[config.mk]
export PLATFORM = sky130hd
export DESIGN_NAME = wb_regfile
export DESIGN_NICKNAME = d
export VERILOG_FILES = /design/src/rtl/wb_regfile.sv
export SDC_FILE = /design/constraint.sdc
export NUM_CORES = 2
export LEC_CHECK = 0
export CORE_AREA = 2 2 267 400
export DETAILED_ROUTE_END_ITERATION = 16
export DIE_AREA = 0 0 269 402
export PLACE_DENSITY = 0.7
export SYNTH_ARGS = -nofsm -noshare
export SYNTH_HDL_FRONTEND = slang
export SYNTH_SLANG_ARGS = --single-unit
[constraint.sdc]
create_clock -name Clk -period 4.65 [get_ports Clk]
set_clock_uncertainty 0.1 [all_clocks]
set_input_delay 0.93 -clock Clk [delete_from_list [all_inputs] [get_ports Clk]]
set_output_delay 0.93 -clock Clk [all_outputs]
set_load 0.03 [all_outputs]
[src/rtl/wb_regfile.sv]
// wb_regfile: writeback stage plus the 32x32 architectural register file.
//
// Formats the writeback value (ALU result or a sub-word-extracted load) and
// commits it on the rising edge of Clk. It also serves two combinational
// decode read ports with write-through bypass.
//
// Ports:
//   Clk          pipeline clock; commits happen on the rising edge
//   Reset        asynchronous active-low reset; clears the file, reg[29] = SP_INIT
//   WBMemtoReg   1 = write formatted load data, 0 = write WBResult
//   WBRegWrite   write enable for this cycle's writeback
//   WBType       load format: 1 lb, 2 lbu, 3 lh, 4 lhu, others = full word
//   WBWriteReg   destination register index
//   WBResult     ALU result; [1:0] is the byte address for loads
//   WBReadDM     raw data-memory word
//   ReadReg1/2   read port indices
//   ReadData1/2  read port data (combinational, bypassed)
//   WBWriteData  formatted writeback value for the EX forwarding muxes
//
// Handshake: none. Every cycle is a valid writeback slot, qualified only by
// WBRegWrite. Reads never stall.
module wb_regfile #(
  parameter logic [31:0] SP_INIT = 32'h0000_0000
) (
  input  logic        Clk,
  input  logic        Reset,
  input  logic        WBMemtoReg,
  input  logic        WBRegWrite,
  input  logic [3:0]  WBType,
  input  logic [4:0]  WBWriteReg,
  input  logic [31:0] WBResult,
  input  logic [31:0] WBReadDM,
  input  logic [4:0]  ReadReg1,
  input  logic [4:0]  ReadReg2,
  output logic [31:0] ReadData1,
  output logic [31:0] ReadData2,
  output logic [31:0] WBWriteData
);

  logic [31:0] regs_q [32];
  logic [31:0] regs_d [32];

  logic [7:0]  load_byte;
  logic [15:0] load_half;
  logic        wr_en;

  // Lane extraction: byte lane from WBResult[1:0], halfword lane from WBResult[1].
  always_comb begin
    load_byte = 8'h00;
    case (WBResult[1:0])
      2'd0: load_byte = WBReadDM[7:0];
      2'd1: load_byte = WBReadDM[15:8];
      2'd2: load_byte = WBReadDM[23:16];
      default: load_byte = WBReadDM[31:24];
    endcase
    load_half = WBResult[1] ? WBReadDM[31:16] : WBReadDM[15:0];
  end

  always_comb begin
    WBWriteData = WBResult;
    if (WBMemtoReg) begin
      case (WBType)
        4'd1:    WBWriteData = {{24{load_byte[7]}}, load_byte};
        4'd2:    WBWriteData = {24'h0, load_byte};
        4'd3:    WBWriteData = {{16{load_half[15]}}, load_half};
        4'd4:    WBWriteData = {16'h0, load_half};
        default: WBWriteData = WBReadDM;
      endcase
    end
  end

  // Writes to register 0 are dropped here, so regs_q[0] stays at its reset value.
  assign wr_en = WBRegWrite && (WBWriteReg != 5'd0);

  always_comb begin
    regs_d = regs_q;
    if (wr_en) regs_d[WBWriteReg] = WBWriteData;
  end

  always_ff @(posedge Clk or negedge Reset) begin
    if (!Reset) begin
      for (int i = 0; i < 32; i++) begin
        regs_q[i] <= (i == 29) ? SP_INIT : 32'h0;
      end
    end else begin
      regs_q <= regs_d;
    end
  end

  // Write-through bypass gives decode zero-cycle read-after-write. wr_en
  // already excludes index 0, so a matching bypass implies a nonzero index.
  always_comb begin
    ReadData1 = 32'h0;
    ReadData2 = 32'h0;
    if (ReadReg1 != 5'd0) begin
      ReadData1 = (wr_en && (ReadReg1 == WBWriteReg)) ? WBWriteData : regs_q[ReadReg1];
    end
    if (ReadReg2 != 5'd0) begin
      ReadData2 = (wr_en && (ReadReg2 == WBWriteReg)) ? WBWriteData : regs_q[ReadReg2];
    end
  end

endmodule

==> impl_metrics.json <==
{
  "status": "finished, violations left",
  "violations": "negative setup slack",
  "yosysWarnings": 0,
  "h-tree-depth": 3,
  "drv_cap": 0,
  "synth-async-reset-ratio_pct": 100,
  "clk_pin_slew_ps": 60,
  "die_area_um2": 108000,
  "hold_slack_ps": 161,
  "cp_max_fo": 12,
  "viasPerCell": 6.60,
  "port_buffers": 182,
  "drc": 0,
  "fillers": 8447,
  "slew_headroom_pct": 17.1,
  "cts_made_buffers": 94,
  "reg_top3": "regs_q (1024)",
  "nets": 5315,
  "critPathKind": "input pin to output pin",
  "die_h_um": 402,
  "initial_core_util_pct": 52.4,
  "syn_to_final_growth_pct": 15.3,
  "drv_slew": 0,
  "cts.sinks": 1024,
  "core_um2": 105000,
  "worst_slack_ps": -90.7,
  "post-route-period-util_pct": 102,
  "antenna_left": 0,
  "tightest_slew_ps": 1240,
  "synth-seq-cells": 1024,
  "num_vias": 44300,
  "tritoncts": "built",
  "boundaryPins": 183,
  "synth_seq_area_share_pct": 46.6,
  "synth_cell_types": 74,
  "required_ps": 3620,
  "final-setup-viol-count": 2,
  "p_leak_nw": 28.0,
  "final_hold_viol_count": 0,
  "use_met2_pct": 55.0,
  "drive_above_1_share_pct": 23.5,
  "ctsHoldBuffers": 0,
  "synth.top_cell.area_share_pct": 46.6,
  "crit_arrival_ps": 3710,
  "fp.dieW_um": 269,
  "grt-ovfl-total": 0,
  "drtIter0Drc": 5041,
  "clk_latency_ps": 710,
  "regMostFlops": "regs_q",
  "grt_antenna_before_repair": 10,
  "yosys-top-cells-area": "dfrtp_1 47%, mux4_2 18%, o21ai_0 8.5%, nand2_1 8.2%, mux2i_1 4.0%",
  "grt_use_met1_pct": 44.5,
  "finalPower_mw": 26.7,
  "synth.avg_cell_area_um2": 10.7,
  "netlist_instances": 5119,
  "cts_root_buf": "clkbuf_16",
  "post-place-ws_ps": -192,
  "fin_tns_setup_ps": -92.2,
  "place_congestion": 0.958,
  "busiest_layer": "met2",
  "endpoint_kind": "output pin",
  "grt_pass1_wl_um": 283000,
  "synth_top_area_cell": "dfrtp_1",
  "wl_per_cell_um": 28.3,
  "ctsLongestPathBuffers": 3,
  "synth_edf_count": 0,
  "power.density_nw_per_um2": 421,
  "vdd_drop_max_uv": 285,
  "grt_use_met3_pct": 9.33,
  "period_minus_slack_ps": 4740,
  "hp-class": "input pin to asynchronous set/reset pin",
  "rows": 146,
  "dpl-instance-area_um2": 60000,
  "syn_nets": 5206,
  "stdcell_area_um2": 63400,
  "largest_reg_flops": 1024,
  "netlist_area_um2": 55000,
  "detailed_place_hpwl_um": 125000,
  "grt_pass1_vias": 44400,
  "synthFlopType": "dfrtp_1",
  "grtUsageTotal_pct": 35.5,
  "drt-total-wl_um": 190000,
  "first_pass_iters": 6,
  "cp-start-kind": "input pin",
  "max_freq_mhz": 211,
  "grt_max_degree": 100
}
## repair_timing
action	in CTS	in global routing
pin swaps	3	3
cloned	0	0
buffers inserted	2	5
setup endpoints to repair	6	21
gates resized for setup	5	16
## cell type report
type	count	area, um^2	share of cell area, %
clock buffer	132	2730	4.31
antenna	1	2.50	0.00395
inverter	39	146	0.231
timing repair buffer	557	5760	9.08
sequential	1024	25600	40.4
tap	1406	1760	2.77
clock inverter	36	469	0.740
multi-input combinational	3512	26900	42.5
## report_power, final
group | internal (mW) | leakage [nW] | switching, mW
registers | 10.6 | 13.4 | 1.30
logic | 3.22 | 13.0 | 3.33
clock network | 4.65 | 1.57 | 3.59
total | 18.5 | 28.0 | 8.22
## synth_stat cells, drive strengths merged, types with 17 or more instances
master / number
nand2: 1204
a22oi: 53
a211oi: 86
mux2: 27
nor2: 69
a221oi: 52
o22ai: 17
mux4: 446
clkbuf: 336
o221a: 34
o21ai: 1023
mux2i: 222
dfrtp: 1024
nor3: 25
a221o: 20
inv: 38
a21oi: 74
buf: 208
and3: 38
## cells by family after synthesis
| kind of cell | count (synthesis) | share of synthesized area (%) |
|---|---|---|
| compound gates | 1395 | 15.0 |
| xor+xnor | 11 | 0.189 |
| buf+inv | 583 | 5.04 |
| flops | 1024 | 46.6 |
| mux | 695 | 22.9 |
| simple gates | 1411 | 10.3 |
## placed cells by master (no fill, tap or decap), drive strengths merged, types with 7 or more instances in the layout
cell type,n
xnor2,8
a221o,20
a31oi,7
o221a,34
a21oi,74
dfrtp,1024
clkdlybuf4s50,75
mux2i,222
nor4,11
inv,43
o21ai,1023
nand3,13
o31ai,10
mux4,446
buf,476
nor3,25
a221oi,52
a22oi,53
clkbuf,132
nor2,69
nor3b,7
o22ai,17
nand2,1204
and3,38
bufinv,10
mux2,27
clkinv,18
nor2b,16
a211oi,86
nand2b,8
## worst max-delay path, stage by stage
cell	delay, ps
buf_2	250
nand2b_1	270
nor2_1	810
a22oi_1	390
nand4_1	300
nor2_1	100
a211oi_1	350
buf_4	190
buf_12	110
## final timing paths
kind / startpoint / end / slack (ps) / depth (start not counted)
max: ReadReg2[4] / ReadData2[2] / -90 / 9
max in group asynchronous: Reset / regs_q[644]$_DFFE_PN0P_ / 3180 / 2
min in group Clk: regs_q[998]$_DFFE_PN0P_ / regs_q[998]$_DFFE_PN0P_ / 290 / 0
min reg2reg: regs_q[998]$_DFFE_PN0P_ / regs_q[998]$_DFFE_PN0P_ / 290 / 0
max reg2reg: regs_q[838]$_DFFE_PN0P_ / regs_q[838]$_DFFE_PN0P_ / 3730 / 2
min: Reset / regs_q[923]$_DFFE_PN0P_ / 160 / 1
## metal layers
metal / vias up / part of all wire, %
met4: 18 / 7.3
met5: - / 0.064
met3: 784 / 11
li1: 18700 / -
met1: 22100 / 36
met2: 2678 / 46
## stage by stage
step	utilization, %	instances
after global routing	60.4	6706
after CTS	60.3	6701
final	60.4	6707
after detailed placement	57.2	6531
after global placement	57.2	6531
after floorplan	-	5119
Note: power is estimated with default switching activity, not from simulation.
